$ cat src/rtl/axi_dec_pkg.sv
// axi_dec_pkg: shared FSM states, slave select encoding and AXI response codes for the read decoder.
package axi_dec_pkg;
  typedef enum logic [1:0] {ST_IDLE, ST_ADDR, ST_DATA, ST_DEF_DATA} state_t;
  typedef enum logic [1:0] {SEL_S0, SEL_S1, SEL_S2, SEL_DEF} sel_t;
  localparam logic [1:0] RESP_OKAY   = 2'b00;
  localparam logic [1:0] RESP_SLVERR = 2'b10;
  localparam logic [1:0] RESP_DECERR = 2'b11;
endpackage

$ cat src/rtl/axi_default_slave.sv
// axi_default_slave: answers unmapped reads with arlen+1 DECERR beats of zero data.
module axi_default_slave
  import axi_dec_pkg::*;
#(
  parameter int DW  = 32,
  parameter int IDW = 8
) (
  input  logic           clk,
  input  logic           rst,
  input  logic           i_load,
  input  logic           i_en,
  input  logic [3:0]     i_arlen,
  input  logic [IDW-1:0] i_arid,
  input  logic           i_rready,
  output logic           o_arready,
  output logic           o_rvalid,
  output logic [DW-1:0]  o_rdata,
  output logic [IDW-1:0] o_rid,
  output logic [1:0]     o_rresp,
  output logic           o_rlast
);
  logic       r_first;
  logic [3:0] r_cnt;
  // The entry cycle only accepts the address; beats start on the following cycle.
  always_ff @(posedge clk) begin
    if (rst) begin
      r_first <= 1'b0;
      r_cnt   <= 4'd0;
    end else begin
      r_first <= i_load;
      r_cnt   <= i_load ? 4'd0 : (o_rvalid && i_rready) ? (o_rlast ? 4'd0 : r_cnt + 4'd1) : r_cnt;
    end
  end
  assign o_arready = i_en & r_first;
  assign o_rvalid  = i_en & ~r_first;
  assign o_rlast   = o_rvalid & (r_cnt == i_arlen);
  assign o_rdata   = '0;
  assign o_rid     = i_arid;
  assign o_rresp   = RESP_DECERR;
endmodule

$ cat src/rtl/axi_rd_decoder_3s.sv
// axi_rd_decoder_3s: routes one arbitrated AR/R transaction to one of three slaves or a DECERR default slave.
// Optional AXI_RD_DECERR_CNT_EN adds a saturating count of default-slave transactions.
module axi_rd_decoder_3s
  import axi_dec_pkg::*;
#(
  parameter int           AW      = 32,
  parameter int           DW      = 32,
  parameter int           IDW     = 8,
  parameter logic [AW-1:0] S0_BASE = 32'h0000_0000,
  parameter logic [AW-1:0] S0_MASK = 32'hFFFF_C000,
  parameter logic [AW-1:0] S1_BASE = 32'h0001_0000,
  parameter logic [AW-1:0] S1_MASK = 32'hFFFF_0000,
  parameter logic [AW-1:0] S2_BASE = 32'h0002_0000,
  parameter logic [AW-1:0] S2_MASK = 32'hFFFF_0000
) (
  input  logic             clk,
  input  logic             rst,
  input  logic             m_arvalid,
  output logic             m_arready,
  input  logic [AW-1:0]    m_araddr,
  input  logic [IDW-1:0]   m_arid,
  input  logic [3:0]       m_arlen,
  output logic             m_rvalid,
  input  logic             m_rready,
  output logic [DW-1:0]    m_rdata,
  output logic [IDW-1:0]   m_rid,
  output logic [1:0]       m_rresp,
  output logic             m_rlast,
  output logic [2:0]       s_arvalid,
  input  logic [2:0]       s_arready,
  output logic [AW-1:0]    s_araddr,
  output logic [IDW-1:0]   s_arid,
  output logic [3:0]       s_arlen,
  input  logic [2:0]       s_rvalid,
  output logic [2:0]       s_rready,
  input  logic [3*DW-1:0]  s_rdata,
  input  logic [3*IDW-1:0] s_rid,
  input  logic [5:0]       s_rresp,
  input  logic [2:0]       s_rlast,
  output logic             done
`ifdef AXI_RD_DECERR_CNT_EN
  , output logic [15:0]    decerr_cnt
`endif
);
  state_t         r_state, w_nxt;
  sel_t           r_sel, w_sel;
  logic [AW-1:0]  r_araddr;
  logic [IDW-1:0] r_arid;
  logic [3:0]     r_arlen;
  logic [2:0]     w_oh;
  logic           w_load_def;
  logic           w_s_rvalid, w_s_rlast;
  logic [DW-1:0]  w_s_rdata;
  logic [IDW-1:0] w_s_rid;
  logic [1:0]     w_s_rresp;
  logic           w_def_arready, w_def_rvalid, w_def_rlast;
  logic [DW-1:0]  w_def_rdata;
  logic [IDW-1:0] w_def_rid;
  logic [1:0]     w_def_rresp;
  // Lower slave index wins when address windows overlap.
  assign w_sel = ((m_araddr & S0_MASK) == S0_BASE) ? SEL_S0 :
                 ((m_araddr & S1_MASK) == S1_BASE) ? SEL_S1 :
                 ((m_araddr & S2_MASK) == S2_BASE) ? SEL_S2 : SEL_DEF;
  assign w_oh = (r_sel == SEL_S0) ? 3'b001 : (r_sel == SEL_S1) ? 3'b010 :
                (r_sel == SEL_S2) ? 3'b100 : 3'b000;
  assign w_load_def = (r_state == ST_IDLE) && m_arvalid && (w_sel == SEL_DEF);
  always_ff @(posedge clk) begin
    if (rst) begin
      r_state  <= ST_IDLE;
      r_sel    <= SEL_DEF;
      r_araddr <= '0;
      r_arid   <= '0;
      r_arlen  <= '0;
    end else begin
      r_state <= w_nxt;
      if (r_state == ST_IDLE && m_arvalid) begin
        r_sel    <= w_sel;
        r_araddr <= m_araddr;
        r_arid   <= m_arid;
        r_arlen  <= m_arlen;
      end
    end
  end
  assign s_araddr = r_araddr;
  assign s_arid   = r_arid;
  assign s_arlen  = r_arlen;
  assign w_s_rvalid = |(s_rvalid & w_oh);
  assign w_s_rlast  = |(s_rlast & w_oh);
  assign w_s_rdata  = (r_sel == SEL_S1) ? s_rdata[DW +: DW] : (r_sel == SEL_S2) ? s_rdata[2*DW +: DW] : s_rdata[0 +: DW];
  assign w_s_rid    = (r_sel == SEL_S1) ? s_rid[IDW +: IDW] : (r_sel == SEL_S2) ? s_rid[2*IDW +: IDW] : s_rid[0 +: IDW];
  assign w_s_rresp  = (r_sel == SEL_S1) ? s_rresp[3:2] : (r_sel == SEL_S2) ? s_rresp[5:4] : s_rresp[1:0];
  axi_default_slave #(.DW(DW), .IDW(IDW)) u_def (
    .clk       (clk),
    .rst       (rst),
    .i_load    (w_load_def),
    .i_en      (r_state == ST_DEF_DATA),
    .i_arlen   (r_arlen),
    .i_arid    (r_arid),
    .i_rready  (m_rready),
    .o_arready (w_def_arready),
    .o_rvalid  (w_def_rvalid),
    .o_rdata   (w_def_rdata),
    .o_rid     (w_def_rid),
    .o_rresp   (w_def_rresp),
    .o_rlast   (w_def_rlast)
  );
  always_comb begin
    w_nxt     = r_state;
    m_arready = 1'b0;
    m_rvalid  = 1'b0;
    m_rdata   = '0;
    m_rid     = '0;
    m_rresp   = RESP_OKAY;
    m_rlast   = 1'b0;
    s_arvalid = '0;
    s_rready  = '0;
    done      = 1'b0;
    case (r_state)
      ST_IDLE: if (m_arvalid) w_nxt = (w_sel == SEL_DEF) ? ST_DEF_DATA : ST_ADDR;
      ST_ADDR: begin
        s_arvalid = w_oh;
        m_arready = |(s_arready & w_oh);
        if (m_arready) w_nxt = ST_DATA;
      end
      ST_DATA: begin
        m_rvalid = w_s_rvalid;
        m_rdata  = w_s_rdata;
        m_rid    = w_s_rid;
        m_rresp  = w_s_rresp;
        m_rlast  = w_s_rlast;
        s_rready = m_rready ? w_oh : 3'b000;
        done     = m_rvalid & m_rready & m_rlast;
        if (done) w_nxt = ST_IDLE;
      end
      ST_DEF_DATA: begin
        m_arready = w_def_arready;
        m_rvalid  = w_def_rvalid;
        m_rdata   = w_def_rdata;
        m_rid     = w_def_rid;
        m_rresp   = w_def_rresp;
        m_rlast   = w_def_rlast;
        done      = m_rvalid & m_rready & m_rlast;
        if (done) w_nxt = ST_IDLE;
      end
      default: w_nxt = ST_IDLE;
    endcase
  end
`ifdef AXI_RD_DECERR_CNT_EN
  logic [15:0] r_decerr_cnt;
  always_ff @(posedge clk) begin
    if (rst) r_decerr_cnt <= '0;
    else if (w_load_def && r_decerr_cnt != 16'hFFFF) r_decerr_cnt <= r_decerr_cnt + 16'd1;
  end
  assign decerr_cnt = r_decerr_cnt;
`endif
endmodule

$ cat config.mk
export PLATFORM = sky130hd
export DESIGN_NAME = axi_rd_decoder_3s
export DESIGN_NICKNAME = d
export VERILOG_FILES = /design/src/rtl/axi_dec_pkg.sv /design/src/rtl/axi_default_slave.sv /design/src/rtl/axi_rd_decoder_3s.sv
export SDC_FILE = /design/constraint.sdc
export NUM_CORES = 1
export LEC_CHECK = 0
export CAP_MARGIN = 20
export CELL_PAD_IN_SITES_DETAIL_PLACEMENT = 0
export CELL_PAD_IN_SITES_GLOBAL_PLACEMENT = 2
export CORE_ASPECT_RATIO = 0.9
export CORE_UTILIZATION = 15
export DETAILED_ROUTE_END_ITERATION = 8
export PLACE_DENSITY_LB_ADDON = 0.1
export SKIP_LAST_GASP = 1
export SLEW_MARGIN = 20
export SYNTH_ARGS = -nofsm -noshare
export SYNTH_HDL_FRONTEND = slang
export SYNTH_SLANG_ARGS = --single-unit
$ cat constraint.sdc
create_clock -name clk -period 1.75 [get_ports clk]
set_clock_uncertainty 0.15 [all_clocks]
set_input_delay 0.35 -clock clk [delete_from_list [all_inputs] [get_ports clk]]
set_output_delay 0.35 -clock clk [all_outputs]
set_load 0.01 [all_outputs]
* Word-level counts from Yosys, hierarchy flattened
Index checks and enable logic that the tools add are counted.
Operators by class: magnitude comparators 0, bitwise gates (word level) 11, $mul 0, reduce and logical (&&, ||, !) cells 11, multiplexer cells 29, eq/ne operators 13, divide/modulo/power cells 0, shift-type cells 0, add/subtract/negate cells 1
Operators with widths (count):
- $mux W32 | 3
- $logic_not A32 Y1 | 1
- $mux W2 | 9
- $mux W3 | 6
- $eq A16 B1 Y1 const B | 1
- $eq A16 B2 Y1 const B | 1
- $mux W8 | 2
- $pmux W8 S2 | 1
- $and A3 B3 Y3 | 3
- $reduce_or A3 Y1 | 3
- $eq A2 B2 Y1 const B | 4
- $ne A2 B2 Y1 const B | 4
- $pmux W1 S2 | 4
- $pmux W2 S4 | 1
- $and A1 B1 Y1 | 7
- $add A4 B1 Y4 const B | 1
- $eq A2 B1 Y1 const B | 2
- $eq A4 B4 Y1 | 1
- $logic_not A2 Y1 | 2
- $mux W4 | 1
- $pmux W2 S2 | 1
- $reduce_and A4 Y1 | 1
- $logic_and A1 B1 Y1 | 3
- $reduce_or A2 Y1 | 1
- other kinds (2) | 2
Storage, ports and cells: latch bits 0, RAM bits 0, memory bits (read-only) 0, bits of input ports 183, memories kept 0, flip-flop bits (word level) 53

* Logic depth before layout (Yosys ltp)
depth in word-level cells 10, depth in mapped cells 7

* By module
Synthesis repeated with hierarchy kept, for this count alone.
Unflattened totals: cells, all modules 613, area, all modules 4580.6 µm²
Modules (own cells, without submodules):
- axi_rd_decoder_3s | instances 1, cells an instance 535, sequential area each 960.9 µm², area each 3965.1 µm²
- axi_default_slave | instances 1, cells an instance 78, sequential area each 100.1 µm², area each 615.6 µm²

* Worst setup path before layout
OpenSTA, ideal clock, no wires.
path kind register -> output, from register r_sel[1], to output m_rdata[10], required time 1250 ps, path slack -173 ps, stages on the path, launching flop included 7, arrival 1423 ps, path buffers 4, path through dfxtp_1 buf_4 buf_4 buf_4 buf_4 mux2i_1 a211oi_1
Between the ends: word-level cells in the longest chain between the ends 4, elaborated cells on any way between the ends 5
Ends and longest elaborated chain:
- from (decl) | RTL line axi_rd_decoder_3s.sv:46 | sel_t r_sel, w_sel;
- from (signal assigned) | RTL line axi_rd_decoder_3s.sv:77 | r_sel <= w_sel;
- $eq A2 B2 Y1 | RTL line axi_rd_decoder_3s.sv:89 | assign w_s_rdata = (r_sel == SEL_S1) ? s_rdata[DW +: DW] : (r_sel == SEL_S2) ? s_rdata[2*DW +: DW] : s_rdata[0 ...
- $mux W32 | RTL line axi_rd_decoder_3s.sv:89
- $mux W32 * | RTL line axi_rd_decoder_3s.sv:89
- $mux W32 * | RTL line axi_rd_decoder_3s.sv:118 | case (r_state)
- to (decl) | RTL line axi_rd_decoder_3s.sv:25 | output logic [DW-1:0] m_rdata,
Mark *: on every way between the ends. The rest lies on a longest branch, timed or not.

* Worst setup path after layout
from register r_sel[1], to output m_rvalid
Between the ends: word-level cells in the longest chain between the ends 7, elaborated cells on any way between the ends 9
Ends and longest elaborated chain:
- $eq A2 B2 Y1 | RTL line axi_rd_decoder_3s.sv:65 | (r_sel == SEL_S2) ? 3'b100 : 3'b000;
- $mux W3 | RTL line axi_rd_decoder_3s.sv:65
- $mux W3 | RTL line axi_rd_decoder_3s.sv:64 | assign w_oh = (r_sel == SEL_S0) ? 3'b001 : (r_sel == SEL_S1) ? 3'b010 :
- $mux W3 * | RTL line axi_rd_decoder_3s.sv:64
- $and A3 B3 Y3 * | RTL line axi_rd_decoder_3s.sv:87 | assign w_s_rvalid = |(s_rvalid & w_oh);
- $reduce_or A3 Y1 * | RTL line axi_rd_decoder_3s.sv:87
- $pmux W1 S2 * | RTL line axi_rd_decoder_3s.sv:118
- to (decl) | RTL line axi_rd_decoder_3s.sv:23 | output logic m_rvalid,
Marked as above.

==> flow_summary.yaml <==
status:
  status: "finished, violations left"
  violations: "negative setup slack"
sta:
  maxSlewViolCount: 0
  rsz0062_at_grt: "true"
  timing.final.crit_share_pct: 133.9
  relSlewSlack_pct: 69.29
  min_period_ps: 2344
  setup_violations: 53
  finalHoldViolCount: 0
  worst_slack_ps: -594.1
  tightest_slew_ps: 460.6
  fmax_mhz: 426.6
clock_tree:
  cts_made_buffers: 5
  clockBufferDepth: 2
  cts_sinks: 53
  clk_latency_ps: 300
  cts_root_buffer: "clkbuf_16"
  cts_tree: "done"
  cts_hold_buffers: 0
  h-tree-depth: 2
  clk_pin_slew_ps: 70
worst_setup_path:
  r2r_cells: 10
  cp_top_family: "buffers and inverters"
  required_ps: 1250
  r2r_start: "r_sel[1]"
  r2r_end: "r_state[1]"
  crit_chain: "buf_6 > buf_6 > mux2i_1 > a2bb2oi_2 > buf_4 > nor2_2 > o21a_1 > buf_2"
  worstPathMaxFanout: 7
  crit_path_end_kind: "output pin"
  critPathKind: "flip-flop to output pin"
  slowest_stage: "dfxtp_4"
  r2r_slack_ps: -390
  cp-start-kind: "flip-flop"
  cp_common_cell: "buf_6"
  slowest_delay_ps: 470
  arrival_ps: 1840
  cp_num_buf_inv: 4
power_and_ir_drop:
  p_leak_uw: 0.003573
  swShare_pct: 32.22
  clockPowerShare_pct: 22.5
  ir_worst_vdd_mv: 0.3815
  combPwrFrac_pct: 47.3
  power_density_nw_per_um2: 531.9
  p_int_uw: 3051
  power_switching_uw: 1451
  seqPwrFrac_pct: 30.3
logic_synthesis:
  synthArstFlopShare_pct: 0
  yosys_warnings: 0
  ys_top_cells_by_count: "nand2_1 (94), a211oi_1 (83), a21oi_1 (57)"
  seq_area_frac_synth_pct: 27.84
  synth_cells: 505
  ys_ff_latch: 53
  yosys.area.top_type: "dfxtp_1"
  ys_types: 37
  synthTopCellsByArea: "dfxtp_1 (28%), a211oi_1 (16%), mux2i_1 (12%)"
  synth.top_cell.area_share_pct: 27.84
  syn-mean-instance-area_um2: 7.547
  synth_area_um2: 3811
  synthFlopType: "dfxtp_1"
  synth_edf_count: 0
  synth_most_common_cell: "nand2_1"
  syn-num-nets: 689
detailed_routing:
  top_layer_used: "met4"
  vias: 5055
  routed_via_density: 4.262
  wl_met3_um: 1358
  drt_wl_total_um: 20540
  met1_length_um: 8864
  drc: 0
  met2_wirelength_um: 10010
  firstDrtPassIters: 4
  avgRoutedWirePerCell_um: 17.32
  ant_nets: 0
  drt_iter0_markers: 168
cells_and_area:
  register_area_um2: 1075
  drive_above_1_share_pct: 34.08
  fill_cells: 2601
  nets: 1032
  multiInputGateArea_um2: 3052
  design_area_um2: 8463
  instances_no_fill: 1186
  syn2layout_area_growth_pct: 122.1
place:
  io_buffers: 278
  preCtsSetupSlack_ps: -728.3
  gp_congestion: 0.7230
  dp_hpwl_um: 15170
  dp.cells: 1139
  placed_cell_area_um2: 7619
worst_hold_path:
  hold_path_class: "input pin to flip-flop"
  hold_path_depth: 3
  min-delay-start: "m_araddr[26]"
  hold-path-endpoint: "s_araddr[26]"
global_routing:
  grt_max_degree: 23
  gr-total-overflow: 0
  grt_pass1_vias: 5071
  grt_util_all_layers_pct: 14.89
  antenna_found_initial: 2
  grt_first_pass_wirelength_um: 30160
floorplan:
  die_x_um: 170.0
  die_h_um: 153.2
  std_cell_rows: 54
  dieArea_um2: 26050
  core_area_um2: 24590
  num_io_pins: 279
  start_util_pct: 15.50
flow_run:
  cap_violations: 0
## power by group through the flow
stage                     Sequential, uW  Clock (uW)  Combinational [uW]
after floorplan                     1400           0                 732
after global placement              1390           0                1810
after detailed placement            1390           0                1830
after CTS                           1360        1060                2030
after global routing                1380        1110                2280
final                               1360        1010                2130
## state kept, by name (all words and copies together), names as in the netlist
name and cells:
r_sel 2, r_state 2, s_araddr 32, s_arid 8, s_arlen 4, u_def.r_cnt 4
u_def.r_first 1
## per-stage QoR
stage	util [%]	power, uW	hold slack (ps)	setup TNS, ps
CTS	33.47	4453	242.5	-22750
floorplan	-	2135	330.5	0
finish	34.41	4502	146.3	-22780
global placement	30.98	3204	293.3	-33980
detailed placement	30.98	3218	298.7	-35660
global route	34.41	4772	143.4	-27750
## worst max path at each step
stage	start	to	slack, ps	cells past startpoint
after floorplan	r_sel[1]	m_rdata[20]	7	6
after global placement	s_rlast[2]	done	-730	7
after detailed placement	s_rid[1]	m_rid[1]	-730	7
after CTS	r_sel[1]	m_rvalid	-570	8
after global routing	r_sel[1]	m_rvalid	-670	8
final	r_sel[1]	m_rvalid	-590	8
## placed cells by master, fill, tap and decap left out, drive strengths merged, types with 2 or more instances in the layout
master	instances
clkbuf	17
o21ai	5
dlygate4sd2	28
nand4	3
mux2i	45
nor2b	54
dfxtp	53
a21o	4
dlymetal6s2s	9
xnor2	3
diode	2
nand2	94
xor2	2
nor4	3
buf	140
clkdlybuf4s50	194
a211o	2
a21oi	57
nand2b	7
a2bb2oi	2
inv	2
bufbuf	2
clkdlybuf4s15	2
a211oi	83
o21a	3
nor2	13
nor3	6
## layer usage
| layer | GRT usage (%) | vias up |
|---|---|---|
| li1 | - | 2497 |
| met1 | 18.28 | 2379 |
| met2 | 25.80 | 161 |
| met3 | 4.013 | 18 |
| met4 | 3.132 | 0 |
| met5 | 0 | - |
## final cells by class
| class | instances | share of cell area (%) |
|---|---|---|
| clock buffer | 5 | 1.478 |
| timing repair buffer | 387 | 44.53 |
| multi-input combinational | 400 | 36.06 |
| inverter | 1 | 0.04435 |
| antenna | 2 | 0.05914 |
| tap | 336 | 4.967 |
| sequential | 53 | 12.70 |
| clock inverter | 2 | 0.1626 |
## cells by family (layout without fill, tap and decap cells)
group	Yosys count	count (layout)	synth area share, %
fa+ha+maj	1	1	0.3282
compound gates	162	162	28.33
other cells	0	2	0
mux	45	45	11.82
buf+inv	52	395	6.402
simple gates	187	187	24.13
flops	53	53	27.84
xor+xnor	5	5	1.149
## repair_timing
item | CTS | global route
setup buffers | 25 | 13
endpoints found under the hold margin | 0 | 0
gates resized for setup | 262 | 77
pin swaps | 21 | 16
gates cloned | 5 | 4
setup endpoints to repair | 72 | 101
## worst reg2reg max path: stages, from the launching register on
cell and delay [ps]:
dfxtp_4 470, buf_6 140, buf_6 90, buf_4 100
mux2i_2 200, a2bb2oi_2 170, nor2_1 70, buf_4 130
buf_4 120, a21o_1 160, a311oi_2 240
Power figures use the tool's default switching activity.
